<file path="config.mk">
export PLATFORM = sky130hd
export DESIGN_NAME = regfile_wb_arbiter
export DESIGN_NICKNAME = d
export VERILOG_FILES = /design/src/rtl/regfile_wb_arbiter.sv
export SDC_FILE = /design/constraint.sdc
export NUM_CORES = 1
export LEC_CHECK = 0
export ABC_AREA = 1
export CAP_MARGIN = 10
export CORE_UTILIZATION = 60
export CTS_BUF_LIST = sky130_fd_sc_hd__clkbuf_8
export DETAILED_ROUTE_END_ITERATION = 12
export DONT_BUFFER_PORTS = 1
export GPL_TIMING_DRIVEN = 0
export PLACE_DENSITY = 0.73
export SYNTH_ARGS = -nofsm -noshare
export SYNTH_HDL_FRONTEND = slang
export SYNTH_SLANG_ARGS = --single-unit
</file>
<file path="constraint.sdc">
create_clock -name clk -period 2.2 [get_ports clk]
set_input_delay 0.22 -clock clk [delete_from_list [all_inputs] [get_ports clk]]
set_output_delay 0.22 -clock clk [all_outputs]
set_load 0.1 [all_outputs]
</file>
<file path="src/rtl/regfile_wb_arbiter.sv">
// regfile_wb_arbiter
//   Arbitrates the single register-file write port between the EX (ALU) and
//   MEM (load) writeback requesters. MEM normally has fixed priority. After
//   STARVE_MAX consecutive blocked EX cycles the arbiter switches to an
//   override state in which EX wins once. The write port outputs are registered,
//   so a transfer in cycle N appears on wb_* in cycle N+1.
//
//   Handshake (both requesters): a transfer happens in any cycle where
//   valid & ready. ready is combinational from the current valid inputs and the
//   arbiter state. While valid & !ready the requester holds rd/data stable and
//   keeps valid high; it may drop valid without a transfer only on flush.
//
// Ports
//   clk, rst_n          clock, asynchronous active-low reset
//   flush               synchronous pipeline flush, blocks all grants
//   ex_valid/rd/data    EX writeback request
//   ex_ready            EX accepted this cycle
//   mem_valid/rd/data   MEM writeback request
//   mem_ready           MEM accepted this cycle
//   wb_en/wb_reg/wb_val registered regfile write port
//   ex_forced           EX is winning through the starvation override
//   dbg_state           current arbiter state (PRI_MEM=0, PRI_EX=1)
//   dbg_starve_cnt      current starvation counter
module regfile_wb_arbiter #(
   parameter int XLEN       = 32,
   parameter int STARVE_MAX = 4,
   parameter int CW         = 4
) (
   input  logic            clk,
   input  logic            rst_n,
   input  logic            flush,
   input  logic            ex_valid,
   input  logic [4:0]      ex_rd,
   input  logic [XLEN-1:0] ex_data,
   output logic            ex_ready,
   input  logic            mem_valid,
   input  logic [4:0]      mem_rd,
   input  logic [XLEN-1:0] mem_data,
   output logic            mem_ready,
   output logic            wb_en,
   output logic [4:0]      wb_reg,
   output logic [XLEN-1:0] wb_val,
   output logic            ex_forced,
   output logic            dbg_state,
   output logic [CW-1:0]   dbg_starve_cnt
);

   localparam logic [0:0]    PRI_MEM    = 1'b0;
   localparam logic [0:0]    PRI_EX     = 1'b1;
   localparam logic [CW-1:0] STARVE_LIM = CW'(STARVE_MAX);

   logic [0:0]    state, state_nxt;
   logic [CW-1:0] starve_cnt, starve_nxt;
   logic          ex_xfer, mem_xfer, ex_blocked;

   // Grant logic. Reset and flush both suppress every grant.
   always_comb begin
      ex_ready  = 1'b0;
      mem_ready = 1'b0;
      ex_forced = 1'b0;
      if (rst_n && !flush) begin
         if (state == PRI_EX) begin
            ex_ready  = ex_valid;
            mem_ready = mem_valid & ~ex_valid;
            ex_forced = ex_valid;
         end else begin
            mem_ready = mem_valid;
            ex_ready  = ex_valid & ~mem_valid;
         end
      end
   end

   assign ex_xfer    = ex_valid & ex_ready;
   assign mem_xfer   = mem_valid & mem_ready;
   assign ex_blocked = ex_valid & ~ex_ready & ~flush;

   // Starvation counter: counts consecutive blocked EX cycles, saturating.
   always_comb begin
      starve_nxt = starve_cnt;
      if (flush || !ex_valid || ex_xfer) begin
         starve_nxt = '0;
      end else if (ex_blocked && (starve_cnt != STARVE_LIM)) begin
         starve_nxt = starve_cnt + 1'b1;
      end
   end

   // The override is entered at the end of the cycle that brings the blocked
   // count up to STARVE_MAX, so EX wins in the following cycle.
   always_comb begin
      state_nxt = state;
      case (state)
         PRI_MEM: if (ex_blocked && ((starve_cnt + 1'b1) == STARVE_LIM)) state_nxt = PRI_EX;
         PRI_EX:  if (flush || ex_xfer) state_nxt = PRI_MEM;
         default: state_nxt = PRI_MEM;
      endcase
   end

   always_ff @(posedge clk or negedge rst_n) begin
      if (!rst_n) begin
         state      <= PRI_MEM;
         starve_cnt <= '0;
      end else begin
         state      <= state_nxt;
         starve_cnt <= starve_nxt;
      end
   end

   // Registered write port. x0 writes complete the handshake and update
   // wb_reg/wb_val, but never raise wb_en.
   always_ff @(posedge clk or negedge rst_n) begin
      if (!rst_n) begin
         wb_en  <= 1'b0;
         wb_reg <= '0;
         wb_val <= '0;
      end else if (mem_xfer) begin
         wb_en  <= (mem_rd != 5'd0);
         wb_reg <= mem_rd;
         wb_val <= mem_data;
      end else if (ex_xfer) begin
         wb_en  <= (ex_rd != 5'd0);
         wb_reg <= ex_rd;
         wb_val <= ex_data;
      end else begin
         wb_en  <= 1'b0;
      end
   end

   assign dbg_state      = state;
   assign dbg_starve_cnt = starve_cnt;

endmodule

</file>
==> metrics.txt <==
# TYPE chip_impl_metric gauge
chip_impl_metric{name="final_layout_size_suffix_gt1_frac",unit=""} 0.0909
chip_impl_metric{name="mapped_area",unit="um^2"} 2500
chip_impl_metric{name="place.port_buffers",unit=""} 0
chip_impl_metric{name="irDropWorstVdd",unit="mV"} 0.620
chip_impl_metric{name="post_synth_xor_area_fraction",unit=""} 0.00350
chip_impl_metric{name="yosys.cell_types.count",unit=""} 19
chip_impl_info{name="rsz0062_at_grt",value="no"} 1
chip_impl_metric{name="layout.core_utilization",unit=""} 0.675
chip_impl_metric{name="initial_antenna_violation_count",unit=""} 0
chip_impl_info{name="critPathKind",value="reg -> out"} 1
chip_impl_metric{name="yosys-mux-area-fraction",unit=""} 0
chip_impl_metric{name="num-nets-final",unit=""} 434
chip_impl_metric{name="drc",unit=""} 0
chip_impl_metric{name="combPwrFrac",unit=""} 0.111
chip_impl_metric{name="synth_area_per_cell",unit="um^2"} 7.30
chip_impl_info{name="tritoncts_clock_tree",value="built"} 1
chip_impl_metric{name="cellInternalPower",unit="mW"} 1.27
chip_impl_metric{name="pwr_density_cell",unit="nW/um^2"} 1030
chip_impl_info{name="worst_setup_path_end_kind",value="output port"} 1
chip_impl_metric{name="post_drt_wl_per_cell",unit="um"} 13.7
chip_impl_info{name="most_common_cell_after_layout_fill_and_taps_aside",value="sky130_fd_sc_hd__nand2_1"} 1
chip_impl_metric{name="layout-area-overhead-vs-synth",unit="%"} 7.95
chip_impl_metric{name="grt_use_total",unit=""} 0.259
chip_impl_metric{name="postRouteAntennaNets",unit=""} 0
chip_impl_info{name="worst_setup_path_start_kind",value="flip-flop"} 1
chip_impl_metric{name="flip_flop_count_of_the_largest_register_all_copies_and_words_added",unit=""} 32
chip_impl_metric{name="report.final.slew_viol_count",unit=""} 0
chip_impl_metric{name="cts_buffers",unit=""} 5
chip_impl_metric{name="drt_pass1_iterations",unit=""} 4
chip_impl_metric{name="place.detailed.hpwl",unit="um"} 4110
chip_impl_metric{name="cts_max_path_buffers",unit=""} 2
chip_impl_metric{name="final_worst_path_period_need",unit="ns"} 2.04
chip_impl_metric{name="die_area",unit="um^2"} 4430
chip_impl_metric{name="seq_power_share",unit=""} 0.710
chip_impl_metric{name="count_of_warnings_emitted_by_yosys",unit=""} 0
chip_impl_metric{name="ys_ff_latch",unit=""} 43
chip_impl_metric{name="clkLatencyLatePin",unit="ns"} 0.29
chip_impl_metric{name="die-width",unit="um"} 66.6
chip_impl_metric{name="critPathRequiredTime",unit="ns"} 1.98
chip_impl_info{name="min_path_type",value="in -> reg"} 1
chip_impl_metric{name="clk_transition_reported_paths",unit="ns"} 0.07
chip_impl_metric{name="grt_pass1_vias",unit=""} 1885
chip_impl_metric{name="synthesis.nets",unit=""} 425
chip_impl_metric{name="switching_power",unit="mW"} 1.51
chip_impl_info{name="status",value="complete, no violations"} 1
chip_impl_metric{name="gr-total-overflow",unit=""} 0
chip_impl_metric{name="grt_first_pass_wirelength",unit="um"} 8490
chip_impl_info{name="synth_top_family_by_area",value="simple AND/OR/NAND/NOR gates"} 1
chip_impl_metric{name="tightestPinTransition",unit="ns"} 1.04
chip_impl_metric{name="fin_setup_tns",unit="ns"} 0
chip_impl_metric{name="fmax",unit="GHz"} 0.489
chip_impl_metric{name="ys_seq_area_frac",unit=""} 0.430
chip_impl_metric{name="gpl.final_weighted_congestion",unit=""} 0.763
chip_impl_metric{name="initial_core_util",unit=""} 0.626
chip_impl_metric{name="power.switching_fraction",unit=""} 0.544
chip_impl_metric{name="post_synth_inst_count",unit=""} 343
chip_impl_metric{name="crit_arrival",unit="ns"} 1.82
chip_impl_metric{name="detailroute.via_count",unit=""} 2158
chip_impl_metric{name="max_cap_violations",unit=""} 0
chip_impl_metric{name="die_ht",unit="um"} 66.6
chip_impl_metric{name="yosys.area_share.simple",unit=""} 0.308
chip_impl_metric{name="cts_num_sinks",unit=""} 43
chip_impl_metric{name="grt_max_degree",unit=""} 44
chip_impl_metric{name="total_power",unit="mW"} 2.78
chip_impl_metric{name="yosys.area_share.adder",unit=""} 0.0150
chip_impl_metric{name="max-slew-margin-rel",unit=""} 0.306
chip_impl_metric{name="fillers",unit=""} 367
chip_impl_metric{name="route.detailed.vias_per_inst",unit=""} 5.37
chip_impl_metric{name="path_max_fanout",unit=""} 5
chip_impl_info{name="clk_root_buffer_cell",value="sky130_fd_sc_hd__clkbuf_8"} 1
chip_impl_metric{name="std_cell_rows",unit=""} 23
chip_impl_metric{name="pwr-share-clk",unit=""} 0.179
chip_impl_metric{name="fin_crit_sh",unit=""} 0.929
chip_impl_metric{name="fin_skew",unit="ns"} 0.00573
chip_impl_metric{name="post_cts.repair.setup_buffers",unit=""} 0
chip_impl_metric{name="synth_compound_gate_area_share",unit=""} 0.116
chip_impl_metric{name="route.final.wire_length",unit="um"} 5520
chip_impl_metric{name="floorplan.core_area",unit="um^2"} 4000
chip_impl_metric{name="antenna_diode_instance_count",unit=""} 0
chip_impl_metric{name="power.static_leakage",unit="nW"} 1.45
chip_impl_metric{name="hold_violations",unit=""} 0
chip_impl_metric{name="finalSetupViolations",unit=""} 0
chip_impl_info{name="most-common-layout-cells",value="sky130_fd_sc_hd__nand2_1 (128), sky130_fd_sc_hd__inv_1 (48), sky130_fd_sc_hd__nand3_1 (43)"} 1
chip_impl_metric{name="ctsHtreeMaxLevel",unit=""} 2
chip_impl_metric{name="drt_iter0_drc",unit=""} 75
chip_impl_metric{name="timing.hold.ws",unit="ns"} 0.0845
chip_impl_metric{name="io_pins",unit=""} 125
## final timing paths
check | from | end | slack [ns] | cells past startpoint
worst min register to register | dbg_state | dbg_state | 0.89 | 2
min in group asynchronous | rst_n | wb_val[22] | 0.39 | 2
worst max register to register | dbg_starve_cnt[0] | dbg_starve_cnt[0] | 0.23 | 5
worst min-delay path | ex_rd[4] | wb_en | 0.08 | 2
max in group asynchronous | rst_n | dbg_state | 1.60 | 2
worst max-delay path | dbg_state | ex_ready | 0.16 | 4
## per-layer routing
metal  global-route usage  up-vias  routed length [um]
met5                    0        -                   0
met3                0.108       12                 497
met1                0.321      982                2360
met2                0.398       87                2540
li1                     -     1077                   -
met4                0.104        0                 122
## repair_timing
| action | CTS | global route |
|---|---|---|
| resized for setup | 3 | 0 |
| hold buffers | 2 | 0 |
| hold endpoints to repair | 43 | 0 |
| endpoints found under the setup margin | 9 | 0 |
## cells by family (layout without fill, tap and decap cells)
logic type | Yosys count | after routing
buffers and inverters | 69 | 78
AOI/OAI and AO/OA | 41 | 41
and+or+nand+nor | 186 | 186
adders and majority gates | 3 | 3
xor gates and xnor gates | 1 | 1
DFF | 43 | 43
## cell usage after synthesis (all sizes together)
| master | count | area (um^2) |
|---|---|---|
| dfrtp | 43 | 1080 |
| a21oi | 2 | 10.0 |
| clkbuf | 1 | 3.75 |
| xor2 | 1 | 8.76 |
| nand2 | 129 | 487 |
| nand4 | 5 | 31.3 |
| o21ai | 5 | 25.0 |
| o21bai | 34 | 255 |
| inv | 50 | 188 |
| nand3 | 43 | 215 |
| nor2 | 9 | 36.3 |
| buf | 18 | 129 |
| ha | 3 | 37.5 |
## power by group through the flow
stage / Clock, mW / Combinational, mW / Sequential, mW
2_1_floorplan: 0 / 0.243 / 1.96
3_3_place_gp: 0 / 0.281 / 1.99
3_5_place_dp: 0 / 0.291 / 1.99
4_1_cts: 0.505 / 0.313 / 1.98
5_1_grt: 0.544 / 0.362 / 1.99
6_report: 0.498 / 0.309 / 1.97
## critical path, cell delays in order (launching register included)
cell                      delay [ns]
sky130_fd_sc_hd__dfrtp_2        0.73
sky130_fd_sc_hd__inv_1          0.09
sky130_fd_sc_hd__nand2_1        0.09
sky130_fd_sc_hd__nand2_1        0.09
sky130_fd_sc_hd__nor2_4         0.52
## final cells by class
class                   instances  area, um^2  share of cell area
flip-flops and latches         43        1080               0.399
plain buffers                  19         135              0.0500
clock buffers                   6        82.6              0.0306
well taps                      50        62.6              0.0232
clock inverters                 1        5.00             0.00185
repair buffers                  2        30.0              0.0111
inverters                      50         188              0.0695
multi-input cells             231        1120               0.415
## metrics by stage
step,std cells,cell area (um^2),worst slack (ns)
floorplan,343,2510,0.0111
global placement,393,2570,-0.0726
detailed placement,393,2570,-0.0854
CTS,402,2700,0.168
global route,402,2700,0.0517
finish,402,2700,0.157
(Power assumes the default switching activity.)
